<file path="config.mk">
export PLATFORM = sky130hd
export DESIGN_NAME = riscv_i32_fetch_debug_ctrl_flat
export DESIGN_NICKNAME = d
export VERILOG_FILES = /design/src/rtl/riscv_i32_fetch_debug_ctrl_if.sv /design/src/rtl/riscv_i32_fetch_debug_ctrl.sv /design/src/flat_wrapper.sv
export SDC_FILE = /design/constraint.sdc
export NUM_CORES = 1
export LEC_CHECK = 0
export ABC_AREA = 1
export CORE_MARGIN = 2
export CORE_UTILIZATION = 30
export CTS_BUF_LIST = sky130_fd_sc_hd__clkbuf_2
export DETAILED_ROUTE_END_ITERATION = 8
export PLACE_DENSITY_LB_ADDON = 0.3
export SYNTH_ARGS = -nofsm -noshare
export SYNTH_HDL_FRONTEND = slang
export SYNTH_SLANG_ARGS = --single-unit
</file>
<file path="constraint.sdc">
create_clock -name clk -period 5.5 [get_ports clk]
set_clock_uncertainty 0.05 [all_clocks]
set_input_delay 1.65 -clock clk [delete_from_list [all_inputs] [get_ports clk]]
set_output_delay 1.65 -clock clk [all_outputs]
set_load 0.02 [all_outputs]
</file>
<file path="src/rtl/riscv_i32_fetch_debug_ctrl_if.sv">
// Bundle of the debug command/response, pipeline fetch request/response,
// memory fetch request/response and retire trace buses around the fetch debug sequencer.
interface riscv_i32_fetch_debug_ctrl_if;
  logic        debug_control__valid;
  logic        debug_control__kill_fetch;
  logic        debug_control__halt_request;
  logic        debug_control__fetch_dret;
  logic [31:0] debug_control__data;

  logic        pipeline_ifetch_req__valid;
  logic [31:0] pipeline_ifetch_req__address;
  logic        pipeline_ifetch_req__sequential;
  logic [2:0]  pipeline_ifetch_req__mode;
  logic        pipeline_ifetch_req__flush;

  logic        ifetch_resp__valid;
  logic        ifetch_resp__debug;
  logic [31:0] ifetch_resp__data;
  logic [2:0]  ifetch_resp__mode;
  logic        ifetch_resp__error;
  logic [1:0]  ifetch_resp__tag;

  logic        pipeline_trace__instr_valid;
  logic        pipeline_trace__rfw_data_valid;
  logic [31:0] pipeline_trace__rfw_data;
  logic        pipeline_trace__trap;

  logic        ifetch_req__valid;
  logic [31:0] ifetch_req__address;
  logic        ifetch_req__sequential;
  logic [2:0]  ifetch_req__mode;
  logic        ifetch_req__flush;

  logic        pipeline_ifetch_resp__valid;
  logic        pipeline_ifetch_resp__debug;
  logic [31:0] pipeline_ifetch_resp__data;
  logic [2:0]  pipeline_ifetch_resp__mode;
  logic        pipeline_ifetch_resp__error;
  logic [1:0]  pipeline_ifetch_resp__tag;

  logic        debug_response__valid;
  logic        debug_response__kill_fetch;
  logic        debug_response__halt_request;
  logic        debug_response__fetch_dret;
  logic [31:0] debug_response__data;

  modport slave (
    input  debug_control__valid, debug_control__kill_fetch, debug_control__halt_request,
           debug_control__fetch_dret, debug_control__data,
           pipeline_ifetch_req__valid, pipeline_ifetch_req__address, pipeline_ifetch_req__sequential,
           pipeline_ifetch_req__mode, pipeline_ifetch_req__flush,
           ifetch_resp__valid, ifetch_resp__debug, ifetch_resp__data, ifetch_resp__mode,
           ifetch_resp__error, ifetch_resp__tag,
           pipeline_trace__instr_valid, pipeline_trace__rfw_data_valid, pipeline_trace__rfw_data,
           pipeline_trace__trap,
    output ifetch_req__valid, ifetch_req__address, ifetch_req__sequential, ifetch_req__mode,
           ifetch_req__flush,
           pipeline_ifetch_resp__valid, pipeline_ifetch_resp__debug, pipeline_ifetch_resp__data,
           pipeline_ifetch_resp__mode, pipeline_ifetch_resp__error, pipeline_ifetch_resp__tag,
           debug_response__valid, debug_response__kill_fetch, debug_response__halt_request,
           debug_response__fetch_dret, debug_response__data
  );

  modport master (
    output debug_control__valid, debug_control__kill_fetch, debug_control__halt_request,
           debug_control__fetch_dret, debug_control__data,
           pipeline_ifetch_req__valid, pipeline_ifetch_req__address, pipeline_ifetch_req__sequential,
           pipeline_ifetch_req__mode, pipeline_ifetch_req__flush,
           ifetch_resp__valid, ifetch_resp__debug, ifetch_resp__data, ifetch_resp__mode,
           ifetch_resp__error, ifetch_resp__tag,
           pipeline_trace__instr_valid, pipeline_trace__rfw_data_valid, pipeline_trace__rfw_data,
           pipeline_trace__trap,
    input  ifetch_req__valid, ifetch_req__address, ifetch_req__sequential, ifetch_req__mode,
           ifetch_req__flush,
           pipeline_ifetch_resp__valid, pipeline_ifetch_resp__debug, pipeline_ifetch_resp__data,
           pipeline_ifetch_resp__mode, pipeline_ifetch_resp__error, pipeline_ifetch_resp__tag,
           debug_response__valid, debug_response__kill_fetch, debug_response__halt_request,
           debug_response__fetch_dret, debug_response__data
  );
endinterface

</file>
<file path="src/rtl/riscv_i32_fetch_debug_ctrl.sv">
// Fetch debug sequencer: drains fetch on halt, injects debug instructions, resumes on dret.
// Optional EXEC watchdog enabled by defining RISCV_I32_FETCH_DEBUG_TIMEOUT_EN.
module riscv_i32_fetch_debug_ctrl (
  input logic                          clk,
  input logic                          reset,
  riscv_i32_fetch_debug_ctrl_if.slave  bus
);

  typedef enum logic [2:0] {
    RUN    = 3'd0,
    DRAIN  = 3'd1,
    HALTED = 3'd2,
    ISSUE  = 3'd3,
    EXEC   = 3'd4
  } state_e;

  state_e      state_q;
  logic [1:0]  outst_q, outst_d;
  logic [31:0] inj_data_q;
  logic        rsp_valid_q, rsp_kill_q, rsp_halt_q, rsp_dret_q;
  logic [31:0] rsp_data_q;
  logic        req_valid_gated;
  logic        cmd_kill, cmd_dret, cmd_halt, cmd_inject;
`ifdef RISCV_I32_FETCH_DEBUG_TIMEOUT_EN
  logic [7:0]  tmo_q;
`endif

  // Saturating 0..3 step of the outstanding-request counter.
  function automatic logic [1:0] outst_step(logic [1:0] cnt, logic inc, logic dec);
    if (inc && !dec) return (cnt == 2'd3) ? cnt : cnt + 2'd1;
    if (dec && !inc) return (cnt == 2'd0) ? cnt : cnt - 2'd1;
    return cnt;
  endfunction

  assign cmd_kill   = bus.debug_control__valid && bus.debug_control__kill_fetch;
  assign cmd_dret   = bus.debug_control__valid && !bus.debug_control__kill_fetch &&
                      bus.debug_control__fetch_dret;
  assign cmd_halt   = bus.debug_control__valid && !bus.debug_control__kill_fetch &&
                      !bus.debug_control__fetch_dret && bus.debug_control__halt_request;
  assign cmd_inject = bus.debug_control__valid && !bus.debug_control__kill_fetch &&
                      !bus.debug_control__fetch_dret && !bus.debug_control__halt_request;

  assign req_valid_gated            = (state_q == RUN) && bus.pipeline_ifetch_req__valid;
  assign bus.ifetch_req__valid      = req_valid_gated;
  assign bus.ifetch_req__address    = bus.pipeline_ifetch_req__address;
  assign bus.ifetch_req__sequential = bus.pipeline_ifetch_req__sequential;
  assign bus.ifetch_req__mode       = bus.pipeline_ifetch_req__mode;
  assign bus.ifetch_req__flush      = bus.pipeline_ifetch_req__flush;

  assign outst_d = outst_step(outst_q, req_valid_gated, bus.ifetch_resp__valid);

  always_comb begin
    bus.pipeline_ifetch_resp__valid = 1'b0;
    bus.pipeline_ifetch_resp__debug = bus.ifetch_resp__debug;
    bus.pipeline_ifetch_resp__data  = bus.ifetch_resp__data;
    bus.pipeline_ifetch_resp__mode  = bus.ifetch_resp__mode;
    bus.pipeline_ifetch_resp__error = bus.ifetch_resp__error;
    bus.pipeline_ifetch_resp__tag   = bus.ifetch_resp__tag;
    if (state_q == RUN || state_q == DRAIN) begin
      bus.pipeline_ifetch_resp__valid = bus.ifetch_resp__valid;
    end else if (state_q == ISSUE) begin
      bus.pipeline_ifetch_resp__valid = 1'b1;
      bus.pipeline_ifetch_resp__debug = 1'b1;
      bus.pipeline_ifetch_resp__data  = inj_data_q;
      bus.pipeline_ifetch_resp__mode  = 3'b111;
      bus.pipeline_ifetch_resp__error = 1'b0;
      bus.pipeline_ifetch_resp__tag   = 2'd0;
    end
  end

  assign bus.debug_response__valid        = rsp_valid_q;
  assign bus.debug_response__kill_fetch   = rsp_kill_q;
  assign bus.debug_response__halt_request = rsp_halt_q;
  assign bus.debug_response__fetch_dret   = rsp_dret_q;
  assign bus.debug_response__data         = rsp_data_q;

  // Sequencer state, outstanding count and the single-cycle debug response pulse.
  always_ff @(posedge clk) begin
    if (reset) begin
      state_q     <= RUN;
      outst_q     <= 2'd0;
      rsp_valid_q <= 1'b0;
      rsp_kill_q  <= 1'b0;
      rsp_halt_q  <= 1'b0;
      rsp_dret_q  <= 1'b0;
      rsp_data_q  <= 32'd0;
`ifdef RISCV_I32_FETCH_DEBUG_TIMEOUT_EN
      tmo_q       <= 8'd0;
`endif
    end else begin
      outst_q     <= outst_d;
      rsp_valid_q <= 1'b0;
      rsp_kill_q  <= 1'b0;
      rsp_halt_q  <= 1'b0;
      rsp_dret_q  <= 1'b0;
      rsp_data_q  <= 32'd0;
`ifdef RISCV_I32_FETCH_DEBUG_TIMEOUT_EN
      tmo_q       <= (state_q == EXEC) ? tmo_q + 8'd1 : 8'd0;
`endif
      case (state_q)
        RUN: begin
          if (cmd_halt) state_q <= DRAIN;
        end
        DRAIN: begin
          if (outst_q == 2'd0) begin
            state_q     <= HALTED;
            rsp_valid_q <= 1'b1;
            rsp_halt_q  <= 1'b1;
          end
        end
        HALTED: begin
          if (cmd_dret) begin
            state_q     <= RUN;
            rsp_valid_q <= 1'b1;
            rsp_dret_q  <= 1'b1;
          end else if (cmd_halt) begin
            rsp_valid_q <= 1'b1;
            rsp_halt_q  <= 1'b1;
          end else if (cmd_inject) begin
            inj_data_q  <= bus.debug_control__data;
            state_q     <= ISSUE;
          end
        end
        ISSUE: begin
          state_q <= cmd_kill ? HALTED : EXEC;
        end
        EXEC: begin
          if (cmd_kill) begin
            state_q <= HALTED;
          end else if (bus.pipeline_trace__instr_valid) begin
            state_q     <= HALTED;
            rsp_valid_q <= 1'b1;
            rsp_kill_q  <= bus.pipeline_trace__trap;
            rsp_data_q  <= bus.pipeline_trace__rfw_data_valid ? bus.pipeline_trace__rfw_data : 32'd0;
          end
`ifdef RISCV_I32_FETCH_DEBUG_TIMEOUT_EN
          else if (tmo_q == 8'hFF) begin
            state_q     <= HALTED;
            rsp_valid_q <= 1'b1;
            rsp_kill_q  <= 1'b1;
            rsp_data_q  <= 32'hDEAD_0001;
          end
`endif
        end
        default: state_q <= RUN;
      endcase
    end
  end

endmodule

</file>
<file path="src/flat_wrapper.sv">
// flat-port wrapper written by rule: the top's interface ports become plain ports
module riscv_i32_fetch_debug_ctrl_flat 
  (clk, reset, bus_debug_control__valid, bus_debug_control__kill_fetch, bus_debug_control__halt_request, bus_debug_control__fetch_dret, bus_debug_control__data, bus_pipeline_ifetch_req__valid, bus_pipeline_ifetch_req__address, bus_pipeline_ifetch_req__sequential, bus_pipeline_ifetch_req__mode, bus_pipeline_ifetch_req__flush, bus_ifetch_resp__valid, bus_ifetch_resp__debug, bus_ifetch_resp__data, bus_ifetch_resp__mode, bus_ifetch_resp__error, bus_ifetch_resp__tag, bus_pipeline_trace__instr_valid, bus_pipeline_trace__rfw_data_valid, bus_pipeline_trace__rfw_data, bus_pipeline_trace__trap, bus_ifetch_req__valid, bus_ifetch_req__address, bus_ifetch_req__sequential, bus_ifetch_req__mode, bus_ifetch_req__flush, bus_pipeline_ifetch_resp__valid, bus_pipeline_ifetch_resp__debug, bus_pipeline_ifetch_resp__data, bus_pipeline_ifetch_resp__mode, bus_pipeline_ifetch_resp__error, bus_pipeline_ifetch_resp__tag, bus_debug_response__valid, bus_debug_response__kill_fetch, bus_debug_response__halt_request, bus_debug_response__fetch_dret, bus_debug_response__data);
  riscv_i32_fetch_debug_ctrl_if bus_i ();
  input logic clk;
  input logic reset;
  input wire logic [$bits(bus_i.debug_control__valid)-1:0] bus_debug_control__valid;
  input wire logic [$bits(bus_i.debug_control__kill_fetch)-1:0] bus_debug_control__kill_fetch;
  input wire logic [$bits(bus_i.debug_control__halt_request)-1:0] bus_debug_control__halt_request;
  input wire logic [$bits(bus_i.debug_control__fetch_dret)-1:0] bus_debug_control__fetch_dret;
  input wire logic [$bits(bus_i.debug_control__data)-1:0] bus_debug_control__data;
  input wire logic [$bits(bus_i.pipeline_ifetch_req__valid)-1:0] bus_pipeline_ifetch_req__valid;
  input wire logic [$bits(bus_i.pipeline_ifetch_req__address)-1:0] bus_pipeline_ifetch_req__address;
  input wire logic [$bits(bus_i.pipeline_ifetch_req__sequential)-1:0] bus_pipeline_ifetch_req__sequential;
  input wire logic [$bits(bus_i.pipeline_ifetch_req__mode)-1:0] bus_pipeline_ifetch_req__mode;
  input wire logic [$bits(bus_i.pipeline_ifetch_req__flush)-1:0] bus_pipeline_ifetch_req__flush;
  input wire logic [$bits(bus_i.ifetch_resp__valid)-1:0] bus_ifetch_resp__valid;
  input wire logic [$bits(bus_i.ifetch_resp__debug)-1:0] bus_ifetch_resp__debug;
  input wire logic [$bits(bus_i.ifetch_resp__data)-1:0] bus_ifetch_resp__data;
  input wire logic [$bits(bus_i.ifetch_resp__mode)-1:0] bus_ifetch_resp__mode;
  input wire logic [$bits(bus_i.ifetch_resp__error)-1:0] bus_ifetch_resp__error;
  input wire logic [$bits(bus_i.ifetch_resp__tag)-1:0] bus_ifetch_resp__tag;
  input wire logic [$bits(bus_i.pipeline_trace__instr_valid)-1:0] bus_pipeline_trace__instr_valid;
  input wire logic [$bits(bus_i.pipeline_trace__rfw_data_valid)-1:0] bus_pipeline_trace__rfw_data_valid;
  input wire logic [$bits(bus_i.pipeline_trace__rfw_data)-1:0] bus_pipeline_trace__rfw_data;
  input wire logic [$bits(bus_i.pipeline_trace__trap)-1:0] bus_pipeline_trace__trap;
  output wire logic [$bits(bus_i.ifetch_req__valid)-1:0] bus_ifetch_req__valid;
  output wire logic [$bits(bus_i.ifetch_req__address)-1:0] bus_ifetch_req__address;
  output wire logic [$bits(bus_i.ifetch_req__sequential)-1:0] bus_ifetch_req__sequential;
  output wire logic [$bits(bus_i.ifetch_req__mode)-1:0] bus_ifetch_req__mode;
  output wire logic [$bits(bus_i.ifetch_req__flush)-1:0] bus_ifetch_req__flush;
  output wire logic [$bits(bus_i.pipeline_ifetch_resp__valid)-1:0] bus_pipeline_ifetch_resp__valid;
  output wire logic [$bits(bus_i.pipeline_ifetch_resp__debug)-1:0] bus_pipeline_ifetch_resp__debug;
  output wire logic [$bits(bus_i.pipeline_ifetch_resp__data)-1:0] bus_pipeline_ifetch_resp__data;
  output wire logic [$bits(bus_i.pipeline_ifetch_resp__mode)-1:0] bus_pipeline_ifetch_resp__mode;
  output wire logic [$bits(bus_i.pipeline_ifetch_resp__error)-1:0] bus_pipeline_ifetch_resp__error;
  output wire logic [$bits(bus_i.pipeline_ifetch_resp__tag)-1:0] bus_pipeline_ifetch_resp__tag;
  output wire logic [$bits(bus_i.debug_response__valid)-1:0] bus_debug_response__valid;
  output wire logic [$bits(bus_i.debug_response__kill_fetch)-1:0] bus_debug_response__kill_fetch;
  output wire logic [$bits(bus_i.debug_response__halt_request)-1:0] bus_debug_response__halt_request;
  output wire logic [$bits(bus_i.debug_response__fetch_dret)-1:0] bus_debug_response__fetch_dret;
  output wire logic [$bits(bus_i.debug_response__data)-1:0] bus_debug_response__data;
  assign bus_i.debug_control__valid = bus_debug_control__valid;
  assign bus_i.debug_control__kill_fetch = bus_debug_control__kill_fetch;
  assign bus_i.debug_control__halt_request = bus_debug_control__halt_request;
  assign bus_i.debug_control__fetch_dret = bus_debug_control__fetch_dret;
  assign bus_i.debug_control__data = bus_debug_control__data;
  assign bus_i.pipeline_ifetch_req__valid = bus_pipeline_ifetch_req__valid;
  assign bus_i.pipeline_ifetch_req__address = bus_pipeline_ifetch_req__address;
  assign bus_i.pipeline_ifetch_req__sequential = bus_pipeline_ifetch_req__sequential;
  assign bus_i.pipeline_ifetch_req__mode = bus_pipeline_ifetch_req__mode;
  assign bus_i.pipeline_ifetch_req__flush = bus_pipeline_ifetch_req__flush;
  assign bus_i.ifetch_resp__valid = bus_ifetch_resp__valid;
  assign bus_i.ifetch_resp__debug = bus_ifetch_resp__debug;
  assign bus_i.ifetch_resp__data = bus_ifetch_resp__data;
  assign bus_i.ifetch_resp__mode = bus_ifetch_resp__mode;
  assign bus_i.ifetch_resp__error = bus_ifetch_resp__error;
  assign bus_i.ifetch_resp__tag = bus_ifetch_resp__tag;
  assign bus_i.pipeline_trace__instr_valid = bus_pipeline_trace__instr_valid;
  assign bus_i.pipeline_trace__rfw_data_valid = bus_pipeline_trace__rfw_data_valid;
  assign bus_i.pipeline_trace__rfw_data = bus_pipeline_trace__rfw_data;
  assign bus_i.pipeline_trace__trap = bus_pipeline_trace__trap;
  assign bus_ifetch_req__valid = bus_i.ifetch_req__valid;
  assign bus_ifetch_req__address = bus_i.ifetch_req__address;
  assign bus_ifetch_req__sequential = bus_i.ifetch_req__sequential;
  assign bus_ifetch_req__mode = bus_i.ifetch_req__mode;
  assign bus_ifetch_req__flush = bus_i.ifetch_req__flush;
  assign bus_pipeline_ifetch_resp__valid = bus_i.pipeline_ifetch_resp__valid;
  assign bus_pipeline_ifetch_resp__debug = bus_i.pipeline_ifetch_resp__debug;
  assign bus_pipeline_ifetch_resp__data = bus_i.pipeline_ifetch_resp__data;
  assign bus_pipeline_ifetch_resp__mode = bus_i.pipeline_ifetch_resp__mode;
  assign bus_pipeline_ifetch_resp__error = bus_i.pipeline_ifetch_resp__error;
  assign bus_pipeline_ifetch_resp__tag = bus_i.pipeline_ifetch_resp__tag;
  assign bus_debug_response__valid = bus_i.debug_response__valid;
  assign bus_debug_response__kill_fetch = bus_i.debug_response__kill_fetch;
  assign bus_debug_response__halt_request = bus_i.debug_response__halt_request;
  assign bus_debug_response__fetch_dret = bus_i.debug_response__fetch_dret;
  assign bus_debug_response__data = bus_i.debug_response__data;
  riscv_i32_fetch_debug_ctrl u_core (.clk(clk), .reset(reset), .bus(bus_i));
endmodule
</file>
==> impl_metrics.json, run 1 <==
{
  "wirelength_um": 10200,
  "diodes": 0,
  "final_max_slew_viol_count": 0,
  "hold-worst-slack_ps": 491,
  "finalCriticalPeriod_ps": 4720,
  "viasPerCell": 4.15,
  "port_buffers": 190,
  "gp_congestion": 0.844,
  "fill_cells": 1053,
  "wire_per_inst_um": 15.3,
  "met1_length_um": 3640,
  "status": "complete, no violations",
  "crit_fanout": 2,
  "synth_nets": 522,
  "p_per_area_nw_per_um2": 249,
  "setup_viol": 0,
  "die_w_um": 108,
  "cts_buffers": 9,
  "yosys.area_share.simple_pct": 25.1,
  "htree_levels": 3,
  "highest_layer": "met4",
  "yosysWarnings": 0,
  "grt_pass1_wl_um": 14400,
  "first_iter_violations": 151,
  "relSlewSlack_pct": 36.7,
  "internal-power_mw": 0.879,
  "synth-compound-area-share_pct": 2.11,
  "fin_util_pct": 47.7,
  "synth_seq_cells": 73,
  "initial_utilization_pct": 30.4,
  "grt_max_degree": 35,
  "cts_resized": 0,
  "antenna_found_initial": 0,
  "hold_violations": 0,
  "route.met2.wl_um": 5190,
  "drive_above_1_share_pct": 11.6,
  "hold_path.class": "reg2reg",
  "synth_top_family_by_area": "simple AND/OR/NAND/NOR gates",
  "fmax_mhz": 212,
  "start_kind": "input port",
  "worstPathArrival_ps": 3020,
  "ir_drop_mv": 0.112,
  "p_comb_share_pct": 29.4,
  "nets": 677,
  "areaGrowthSynthToFinish_pct": 56.9,
  "insertion_delay_ps": 510,
  "p_sw_mw": 0.396,
  "synth_cells": 367,
  "hpwl_um": 8050,
  "synth_xor_area_share_pct": 0,
  "drc": 0,
  "tightest_slew_ps": 948,
  "grtUsageTotal_pct": 16.6,
  "yosysUniqueCellTypes": 28,
  "final_common_cell": "clkdlybuf4s50_1",
  "dr_wl_met3_um": 1270,
  "switching_share_pct": 31.1,
  "synth_area_um2": 3270,
  "r2r_slack_ps": 3430,
  "final_cell_mix": "clkdlybuf4s50_1, nand2_1, inv_1, dfxtp_1, edfxtp_1",
  "stdcell_count": 667,
  "hold_buffers": 0,
  "dp.cells": 651,
  "ant_nets": 0,
  "clockBufferDepth": 2,
  "grt_pass1_vias": 2744,
  "cts_sinks": 73,
  "power_frac_seq_pct": 46.7,
  "cp-end-kind": "output pin",
  "first_pass_iters": 4,
  "min_period_over_period_pct": 85.8,
  "path_clk_slew_ps": 200,
  "io_pins": 265,
  "cap_viol_max_count": 0,
  "rsz0062_at_grt": "false",
  "cts_tree": "yes",
  "die_y_um": 108,
  "p_leak_nw": 2.19,
  "critPathKind": "in2out",
  "cts_setup_buffers": 0,
  "core-area_um2": 10700,
  "fp.dieArea_um2": 11700,
  "synth.area.mux_share_pct": 0,
  "required_ps": 3800,
  "synth_seq_area_share_pct": 54.6,
  "tns_ps": 0,
  "syn_avg_cell_area_um2": 8.90,
  "synth_fa_ha_area_share_pct": 1.53,
  "overflow": 0,
  "vias": 2771,
  "p_clk_share_pct": 24.0,
  "cts_root_buffer": "clkbuf_2",
  "num_rows": 38
}
## critical path: stages
cell             delay [ps]
clkdlybuf4s50_1         480
inv_1                    60
o31ai_1                 190
clkdlybuf4s50_1         640
## per-layer routing
layer | up-vias | track usage [%]
met2 | 152 | 29.8
met4 | 0 | 5.13
met1 | 1225 | 17.2
met3 | 11 | 7.47
met5 | - | 0
li1 | 1383 | -
## sequential cells by signal (all words and copies together), names as in the netlist
name / count
u_core.bus.debug_response__data: 32
u_core.inj_data_q: 32
u_core.state_q: 3
u_core.outst_q: 2
u_core.bus.debug_response__fetch_dret: 1
u_core.bus.debug_response__halt_request: 1
u_core.bus.debug_response__kill_fetch: 1
u_core.bus.debug_response__valid: 1
## final cells by class
cell class / instances / area, um2 / share of cell area (%)
Clock buffer: 11 / 55.1 / 1.07
Clock inverter: 5 / 57.6 / 1.12
Inverter: 53 / 199 / 3.88
Multi-Input combinational cell: 194 / 947 / 18.5
Sequential cell: 73 / 1780 / 34.8
Tap cell: 140 / 175 / 3.42
Timing Repair Buffer: 191 / 1910 / 37.3
## through the flow
step | setup WS (ps) | area, um2 | power [mW]
6_report | 779 | 5120 | 1.28
3_3_place_gp | 795 | 5010 | 0.973
4_1_cts | 755 | 5120 | 1.30
5_1_grt | 649 | 5120 | 1.35
2_1_floorplan | 1570 | 3270 | 0.828
3_5_place_dp | 768 | 5010 | 0.982
## cells in the mapped netlist
cell type,count,share of area [%]
nand3_2,2,0.61
o21ai_1,1,0.15
inv_1,50,5.7
nand2_1,113,13
or2_2,4,0.77
nand3_1,4,0.61
clkbuf_1,1,0.11
ha_1,4,1.5
a21oi_1,3,0.46
o22a_1,1,0.27
buf_2,6,0.92
nor2_1,19,2.2
buf_4,37,8.5
nor3_1,2,0.31
nor2_2,31,5.9
a211oi_1,1,0.23
inv_2,3,0.34
dfxtp_1,41,25
nor3_4,1,0.50
o31ai_1,1,0.23
nand4_4,1,0.65
edfxtp_1,32,29
o21ai_0,2,0.31
a22oi_1,1,0.23
o211ai_1,1,0.23
nor3b_1,1,0.23
nor2_4,1,0.34
buf_6,3,1.0
## kinds of logic after synthesis
group           Yosys count
compound gates           11
fa+ha+maj                 4
simple gates            179
buf+inv                 100
flops                    73
## worst paths after layout
| kind | from | depth (start not counted) | to |
|---|---|---|---|
| worst max-delay path | bus_ifetch_resp__valid | 4 | bus_pipeline_ifetch_resp__valid |
| worst min-delay path | u_core.outst_q[1]$_SDFFE_PP0P_ | 2 | u_core.outst_q[1]$_SDFFE_PP0P_ |
| worst max register to register | u_core.state_q[1]$_SDFFE_PP0P_ | 6 | u_core.state_q[1]$_SDFFE_PP0P_ |
| worst min register to register | u_core.outst_q[1]$_SDFFE_PP0P_ | 2 | u_core.outst_q[1]$_SDFFE_PP0P_ |
## power groups by stage
stage	Combinational (mW)	Sequential (mW)	Clock, mW
3_3_place_gp	0.367	0.606	0
2_1_floorplan	0.218	0.610	0
6_report	0.374	0.595	0.306
5_1_grt	0.407	0.598	0.343
3_5_place_dp	0.375	0.607	0
4_1_cts	0.377	0.595	0.322
Power figures use the tool's default switching activity.
==> run 2: changes to the inputs <==
- CTS_BUF_LIST: sky130_fd_sc_hd__clkbuf_2 -> sky130_fd_sc_hd__clkbuf_16
- TNS_END_PERCENT: default -> 1
==> impl_metrics.json, run 2 (synthesis results as in run 1) <==
{
  "tightest_slew_ps": 935,
  "crit_top_cell": "clkdlybuf4s50_1",
  "grtUsageTotal_pct": 16.6,
  "worstPathCellList": "clkdlybuf4s50_1 -> inv_1 -> o31ai_1 -> clkdlybuf4s50_1",
  "initial_utilization_pct": 30.4,
  "r2r_slack_ps": 3480,
  "io_pins": 265,
  "viasPerCell": 4.18,
  "relSlewSlack_pct": 37.5,
  "worstPathArrival_ps": 3020,
  "cp_slowest_cell": "clkdlybuf4s50_1",
  "setup_viol": 0,
  "die_y_um": 108,
  "die_w_um": 108,
  "overflow": 0,
  "final_cell_mix": "clkdlybuf4s50_1, nand2_1, inv_1, dfxtp_1, edfxtp_1",
  "grt_pass1_vias": 2753,
  "cts_sinks": 73,
  "num_rows": 38,
  "wirelength_um": 10200,
  "fill_cells": 1037,
  "p_leak_nw": 2.26,
  "rr_startpoint": "u_core.state_q[1]$_SDFFE_PP0P_",
  "core-area_um2": 10700,
  "required_ps": 3800,
  "cp-end-kind": "output pin",
  "start_kind": "input port",
  "stdcell_area_um2": 5300,
  "drive_above_1_share_pct": 11.2,
  "insertion_delay_ps": 320,
  "cts_tree": "yes",
  "critPathLaunch": "bus_ifetch_resp__valid",
  "hold_violations": 0,
  "port_buffers": 190,
  "first_pass_iters": 4,
  "fp.dieArea_um2": 11700,
  "crit_family": "buffers and inverters",
  "rsz0062_at_grt": "false",
  "slowest_delay_ps": 640,
  "first_iter_violations": 128,
  "tns_ps": 0,
  "cp_num_buf_inv": 3,
  "wire_per_inst_um": 15.3,
  "crit_fanout": 2,
  "final_max_slew_viol_count": 0,
  "status": "complete, no violations",
  "fmax_mhz": 212,
  "antenna_found_initial": 0,
  "critPathKind": "in2out",
  "cts_setup_buffers": 0,
  "placed_area_um2": 5010,
  "worst_slack_ps": 779,
  "hpwl_um": 8050,
  "grt_max_degree": 35,
  "final_common_cell": "clkdlybuf4s50_1",
  "hold_path.class": "reg2reg",
  "p_per_area_nw_per_um2": 287,
  "areaGrowthSynthToFinish_pct": 62.2,
  "cap_viol_max_count": 0,
  "htree_levels": 3,
  "min-delay-start": "u_core.outst_q[1]$_SDFFE_PP0P_",
  "diodes": 0,
  "cts_root_buffer": "clkbuf_16",
  "dp_slack_ps": 768,
  "hold_buffers": 0,
  "finalCriticalPeriod_ps": 4720,
  "ant_nets": 0,
  "grt_pass1_wl_um": 14500,
  "power_mw": 1.52,
  "drc": 0,
  "cts_resized": 0,
  "ir_drop_mv": 0.141,
  "min_period_over_period_pct": 85.8,
  "vias": 2787,
  "fin_util_pct": 49.3,
  "path_clk_slew_ps": 60,
  "cts_buffers": 9,
  "gp_congestion": 0.844,
  "nets": 677,
  "clockBufferDepth": 2
}
-- run 2: cell types whose count changed in the layout (fill, tap and decap cells not counted), sizes merged --
cell / previous run / this run
inv: 53 / 55
clkbuf: 11 / 10
bufinv: 1 / 0
-- run 2: tightest hold or removal path, cell delays in order (launching register included) --
cell and delay, ps:
dfxtp_1 310, nor2_1 120, a211oi_1 50
-- run 2: power by group --
part	internal, mW	switching (mW)	leakage, nW
Sequential	0.584	0.0115	0.619
Combinational	0.186	0.189	1.49
Clock	0.329	0.220	0.150
-- run 2: worst paths after layout --
kind,endpoint,depth (start not counted)
hold / removal,u_core.outst_q[1]$_SDFFE_PP0P_,2
setup reg to reg,u_core.state_q[1]$_SDFFE_PP0P_,6
setup / recovery,bus_pipeline_ifetch_resp__valid,4
hold reg to reg,u_core.outst_q[1]$_SDFFE_PP0P_,2
-- run 2: metal layers --
metal | wire length (um) | global-route usage, % | up-vias
met2 | 5280 | 30.3 | 153
met5 | 0 | 0 | -
li1 | - | - | 1385
met3 | 1260 | 7.59 | 8
met1 | 3590 | 17.1 | 1241
met4 | 88 | 4.58 | 0
-- run 2: cell type report --
class                      instances  area [um2]  area share, %
clock buffer                      10         250           4.72
clock inverter                     6        35.0          0.661
inverter                          53         199           3.76
multi-input combinational        194         947           17.9
sequential                        73        1780           33.6
tap                              140         175           3.31
timing repair buffer             191        1910           36.0
-- run 2: metrics by stage --
step                      instances  hold WS (ps)
after global placement          651           431
after floorplan                 367           419
after detailed placement        651           488
after CTS                       667           496
final                           667           478
after global routing            667           536
